## src/rtl/secure_memory_access_pkg.sv

```systemverilog
// Shared definitions for the scrambled-memory custom instruction: op codes,
// FSM state encoding, default key and wait-counter width.
package secure_memory_access_pkg;

    localparam logic [31:0] DEFAULT_KEY = 32'h95DA4EAB;
    localparam int          WAIT_CNT_W  = 16;

    localparam logic [2:0] OP_READ  = 3'd0;
    localparam logic [2:0] OP_WRITE = 3'd1;
    localparam logic [2:0] OP_RMW   = 3'd2;

    typedef enum logic [2:0] {
        S_IDLE = 3'd0,
        S_RD   = 3'd1,
        S_XF   = 3'd2,
        S_WR   = 3'd3,
        S_FIN  = 3'd4
    } state_e;

    function automatic logic [31:0] scramble(input logic [31:0] w, input logic [31:0] key);
        return w ^ key;
    endfunction

endpackage

```

## src/rtl/secure_memory_bus_if.sv

```systemverilog
// Avalon-MM strobe generation and waitrequest handshake for one bus phase.
// SECMEM_TIMEOUT_EN adds a stall counter that aborts a phase after TIMEOUT_CYCLES.
module secure_memory_bus_if
    import secure_memory_access_pkg::*;
#(
    parameter int TIMEOUT_CYCLES = 256
) (
    input  logic clk_i,
    input  logic reset_i,
    input  logic clk_en_i,
    input  logic rd_req_i,
    input  logic wr_req_i,
    input  logic waitrequest_i,
    output logic chipselect_o,
    output logic read_o,
    output logic write_o,
    output logic phase_done_o,
    output logic phase_timeout_o
);

    logic active;

    // Requests come straight from the FSM state register, so strobes only move on clock edges.
    assign read_o       = rd_req_i;
    assign write_o      = wr_req_i;
    assign active       = rd_req_i | wr_req_i;
    assign chipselect_o = active;
    assign phase_done_o = active & ~waitrequest_i;

`ifdef SECMEM_TIMEOUT_EN
    logic [WAIT_CNT_W-1:0] cnt_q, cnt_d;

    always_comb begin
        cnt_d = cnt_q;
        if (!active)
            cnt_d = '0;
        else if (waitrequest_i)
            cnt_d = cnt_q + 1'b1;
    end

    always_ff @(posedge clk_i or posedge reset_i) begin
        if (reset_i)
            cnt_q <= '0;
        else if (clk_en_i)
            cnt_q <= cnt_d;
    end

    // Fires on the TIMEOUT_CYCLES-th consecutive stall cycle of the phase.
    assign phase_timeout_o = active & waitrequest_i &
                             (cnt_q == WAIT_CNT_W'(TIMEOUT_CYCLES - 1));
`else
    logic [WAIT_CNT_W+2:0] unused_sig;
    assign unused_sig      = {clk_i, reset_i, clk_en_i, WAIT_CNT_W'(TIMEOUT_CYCLES)};
    assign phase_timeout_o = 1'b0;
`endif

endmodule

```

## src/rtl/secure_memory_access.sv

```systemverilog
// Nios II multi-cycle custom instruction driving an Avalon-MM master for
// XOR-scrambled READ / WRITE / RMW. Optional bus timeout: SECMEM_TIMEOUT_EN.
module secure_memory_access
    import secure_memory_access_pkg::*;
#(
    parameter logic [31:0] XOR_KEY        = DEFAULT_KEY,
    parameter int          TIMEOUT_CYCLES = 256
) (
    input  logic        clk,
    input  logic        reset,
    input  logic        clk_en,
    input  logic        start,
    input  logic [2:0]  n,
    input  logic [31:0] dataa,
    input  logic [31:0] datab,
    output logic        done,
    output logic [31:0] result,
    output logic        timeout,
    output logic [31:0] address,
    output logic        chipselect,
    output logic        read,
    output logic        write,
    output logic [3:0]  byteenable,
    output logic [31:0] writedata,
    input  logic [31:0] readdata,
    input  logic        waitrequest
);

    state_e      state_q, state_d;
    logic [2:0]  op_q, op_d;
    logic [31:0] src_q, src_d;
    logic [31:0] data_q, data_d;
    logic [31:0] result_q, result_d;
    logic [31:0] addr_q, addr_d;
    logic        to_q, to_d;
    logic        phase_done, phase_timeout;
    logic [2:0]  unused_bits;

    secure_memory_bus_if #(.TIMEOUT_CYCLES(TIMEOUT_CYCLES)) u_bus_if (
        .clk_i           (clk),
        .reset_i         (reset),
        .clk_en_i        (clk_en),
        .rd_req_i        (state_q == S_RD),
        .wr_req_i        (state_q == S_WR),
        .waitrequest_i   (waitrequest),
        .chipselect_o    (chipselect),
        .read_o          (read),
        .write_o         (write),
        .phase_done_o    (phase_done),
        .phase_timeout_o (phase_timeout)
    );

    always_comb begin
        state_d  = state_q;
        op_d     = op_q;
        src_d    = src_q;
        data_d   = data_q;
        result_d = result_q;
        addr_d   = addr_q;
        to_d     = to_q;
        case (state_q)
            S_IDLE: if (start) begin
                addr_d = {dataa[31:2], 2'b00};
                op_d   = n;
                to_d   = 1'b0;
                case (n)
                    OP_READ, OP_RMW: state_d = S_RD;
                    OP_WRITE: begin
                        src_d   = datab;
                        state_d = S_XF;
                    end
                    default: begin
                        result_d = '0;
                        state_d  = S_FIN;
                    end
                endcase
            end
            S_RD: begin
                if (phase_timeout) begin
                    result_d = '1;
                    to_d     = 1'b1;
                    state_d  = S_FIN;
                end else if (phase_done) begin
                    src_d   = readdata;
                    state_d = S_XF;
                end
            end
            // For RMW the descrambled word is both the result and what gets written back.
            S_XF: begin
                data_d = scramble(src_q, XOR_KEY);
                if (op_q == OP_READ) begin
                    result_d = scramble(src_q, XOR_KEY);
                    state_d  = S_FIN;
                end else begin
                    state_d = S_WR;
                end
            end
            S_WR: begin
                if (phase_timeout) begin
                    result_d = '1;
                    to_d     = 1'b1;
                    state_d  = S_FIN;
                end else if (phase_done) begin
                    result_d = data_q;
                    state_d  = S_FIN;
                end
            end
            S_FIN:   state_d = S_IDLE;
            default: state_d = S_IDLE;
        endcase
    end

    always_ff @(posedge clk or posedge reset) begin
        if (reset) begin
            state_q  <= S_IDLE;
            op_q     <= '0;
            src_q    <= '0;
            data_q   <= '0;
            result_q <= '0;
            addr_q   <= '0;
            to_q     <= 1'b0;
        end else if (clk_en) begin
            state_q  <= state_d;
            op_q     <= op_d;
            src_q    <= src_d;
            data_q   <= data_d;
            result_q <= result_d;
            addr_q   <= addr_d;
            to_q     <= to_d;
        end
    end

    assign done       = (state_q == S_FIN);
    assign result     = result_q;
    assign address    = addr_q;
    assign writedata  = data_q;
    assign byteenable = 4'b1111;

`ifdef SECMEM_TIMEOUT_EN
    assign timeout     = done & to_q;
    assign unused_bits = {dataa[1:0], 1'b0};
`else
    assign timeout     = 1'b0;
    assign unused_bits = {dataa[1:0], to_q};
`endif

endmodule

```

## config.mk

```make
export PLATFORM = sky130hd
export DESIGN_NAME = secure_memory_access
export DESIGN_NICKNAME = d
export VERILOG_FILES = /design/src/rtl/secure_memory_access_pkg.sv /design/src/rtl/secure_memory_bus_if.sv /design/src/rtl/secure_memory_access.sv
export SDC_FILE = /design/constraint.sdc
export NUM_CORES = 1
export LEC_CHECK = 0
export ABC_AREA = 0
export BUFFER_PORTS_ARGS = -buffer_cell sky130_fd_sc_hd__buf_2
export CORE_AREA = 3 3 111 113
export DETAILED_ROUTE_END_ITERATION = 12
export DIE_AREA = 0 0 114 116
export PLACE_DENSITY_LB_ADDON = 0.08
export SYNTH_ARGS = -nofsm -noshare
export SYNTH_HDL_FRONTEND = slang
export SYNTH_HIERARCHICAL = 1
export SYNTH_SLANG_ARGS = --single-unit
export TNS_END_PERCENT = 5
```

## constraint.sdc

```tcl
create_clock -name clk -period 7 [get_ports clk]
set_clock_uncertainty 0.15 [all_clocks]
set_input_delay 0.35 -clock clk [delete_from_list [all_inputs] [get_ports clk]]
set_output_delay 0.35 -clock clk [all_outputs]
set_load 0.05 [all_outputs]
```

==> impl_metrics.env <==
export IMPL_finalNonFillerCells=861
export IMPL_io_pins=209
export IMPL_grt_max_degree=77
export IMPL_grtUsageTotal=0.2252
export IMPL_rsz0062_at_grt="false"
export IMPL_insertion_delay_ps=410
export IMPL_synth_top_area_share=0.5329
export IMPL_dr_pass1_iters=4
export IMPL_nets=810
export IMPL_seq_area_frac_synth=0.5329
export IMPL_cp_arrival_ps=3790
export IMPL_endpoint_kind="register"
export IMPL_cts_made_buffers=17
export IMPL_initial_core_util=0.5428
export IMPL_cts_tree="built"
export IMPL_max_freq_mhz=273.5
export IMPL_run_status="finished clean"
export IMPL_synth_commonest_cells="132 x dfrtp_1, 76 x nand2_1, 70 x mux2_2"
export IMPL_whs_ps=19.53
export IMPL_critPathKind="reg -> reg"
export IMPL_route_vias_total=4633
export IMPL_yosysWarnings=6
export IMPL_setup_ws_ps=3344
export IMPL_drive_gt1_frac=0.4777
export IMPL_tightest_slew_ps=1038
export IMPL_final_area_mm2=0.007831
export IMPL_dieArea_mm2=0.01322
export IMPL_drtAntennaViolNets=0
export IMPL_cts_root_buf="clkbuf_16"
export IMPL_relSlewSlack=0.3078
export IMPL_busiest_layer="met2"
export IMPL_hold_buffers=5
export IMPL_netlist_area_mm2=0.006198
export IMPL_htree_num_levels=4
export IMPL_post_synth_top_count_cell="dfrtp_1"
export IMPL_cts_resized=0
export IMPL_drt_total_wl_um=14760
export IMPL_cts_sinks=132
export IMPL_placed_area_mm2=0.007213
export IMPL_report_final_slew_viol_count=0
export IMPL_place_gp_congestion=0.8031
export IMPL_holdCritPathClass="in -> reg"
export IMPL_grtUsageMet2=0.3685
export IMPL_grt_pass1_wl_um=23010
export IMPL_path_clk_slew_ps=60
export IMPL_p_leak_nw=3.948
export IMPL_crit_path_max_fanout=35
export IMPL_rows=39
export IMPL_grtUsageMet3=0.06214
export IMPL_grt_use_met1=0.2879
export IMPL_fin_crit_sh=0.5223
export IMPL_pwr_density_cell_mw_per_mm2=584.1
export IMPL_synth_cell_types=38
export IMPL_min_period_ps=3656
export IMPL_place_ws_ps=3332
export IMPL_grt_pass1_vias=4597
export IMPL_p_total_mw=4.574
export IMPL_synth_area_per_cell_um2=12.01
export IMPL_antenna_cells=0
export IMPL_yosys_register_bits=132
export IMPL_globalRouteOverflowTotal=0
export IMPL_die_w_um=114
export IMPL_wl_per_cell_um=17.14
export IMPL_vias_per_cell=5.381
export IMPL_synth_edf_count=0
export IMPL_place_inst=825
export IMPL_utilization=0.6858
export IMPL_dp_hpwl_um=9550
export IMPL_clk_path_buf_depth=2
export IMPL_required_ps=7130
export IMPL_drv_cap=0
export IMPL_antenna_found_initial=0
export IMPL_cts_setup_buffers=0
export IMPL_startpoint_type="register"
export IMPL_core_mm2=0.01142
export IMPL_synth_largest_area_cell="dfrtp_1"
export IMPL_syn_to_final_growth_pct=26.34
export IMPL_drcViolationCount=0
export IMPL_synthArstFlopShare=1.000
export IMPL_setup_viol=0
export IMPL_synthCells=516
export IMPL_fin_setup_tns_ps=0
export IMPL_synth_ff_type="dfrtp_1"
export IMPL_final_hold_viol_count=0
export IMPL_port_buffers=199
export IMPL_die_h_um=116
export IMPL_synth_area_top_cells="dfrtp_1 53%, mux2_2 13%, mux2_4 7.0%, mux2_1 5.5%, nand2_1 4.6%"
export IMPL_peakVddDrop_v=0.0003349
export IMPL_drtIter0Drc=225
logic make-up (layout without fill, tap and decap cells):
family	count (synthesis)	after routing	share of synthesized area
AOI/OAI and AO/OA	90	90	0.08095
buffers and inverters	46	243	0.04360
DFF	132	132	0.5329
muxes	129	129	0.2519
other	3	8	0.001817
and+or+nand+nor	116	116	0.08882
per-layer routing:
| layer | up-vias | part of all wire | wire length, um |
|---|---|---|---|
| li1 | 2152 | - | - |
| met1 | 2294 | 0.42 | 6243 |
| met2 | 165 | 0.50 | 7342 |
| met3 | 22 | 0.061 | 906 |
| met4 | 0 | 0.018 | 263 |
| met5 | - | 0 | 0 |
cells in the final DEF (no fill, tap or decap), drive strengths merged, types with 2 or more instances in the layout:
cell type    instances
nor3b                2
dfrtp              132
clkbuf              27
inv                  2
nand2               76
nor3                 2
mux2               129
a21oi               33
buf                205
and3                 2
clkinv               3
nand3                2
dlygate4sd3          5
nand2b              18
conb                 8
o21ai               51
nor2                 5
critical path, stage by stage, from the launching register on:
cell,delay (ps)
dfrtp_1,760
buf_4,410
nor3b_4,260
buf_4,460
nand3b_1,200
a21oi_4,460
buf_4,410
mux2_1,370
worst paths after layout:
kind | startpoint | to | slack [ps] | cells past startpoint
max | state_q[0]$_DFFE_PP0P_ | src_q[15]$_DFFE_PP0P_ | 3340 | 7
min | dataa[12] | address[12]$_DFFE_PP0P_ | 20 | 2
max reg2reg | state_q[0]$_DFFE_PP0P_ | src_q[15]$_DFFE_PP0P_ | 3340 | 7
min reg2reg | src_q[14]$_DFFE_PP0P_ | writedata[14]$_DFFE_PP0P_ | 320 | 1
max in group asynchronous | reset | state_q[2]$_DFFE_PP0P_ | 4930 | 4
min in group asynchronous | reset | address[4]$_DFFE_PP0P_ | 400 | 3
registers in the layout, summed over array words and instances (netlist names):
signal and cells:
op_q 3, result 32, src_q 32, address 30, state_q 3, writedata 32
report_power, final:
part	internal (mW)	total [mW]	switching (mW)	leakage, nW
sequential	1.13	1.42	0.287	1.65
combinational	0.757	2.31	1.55	2.02
clock	0.542	0.848	0.306	0.283
total	2.43	4.57	2.15	3.95
layout make-up:
cell class	instances	area, um2
Multi-Input combinational cell	343	2676
Tap cell	143	178.9
Fill cell	887	3587
Inverter	2	12.51
Clock buffer	27	523.0
Sequential cell	132	3304
Clock inverter	4	45.04
Timing Repair Buffer	210	1091
No activity file was read; power rests on OpenSTA's default activity.
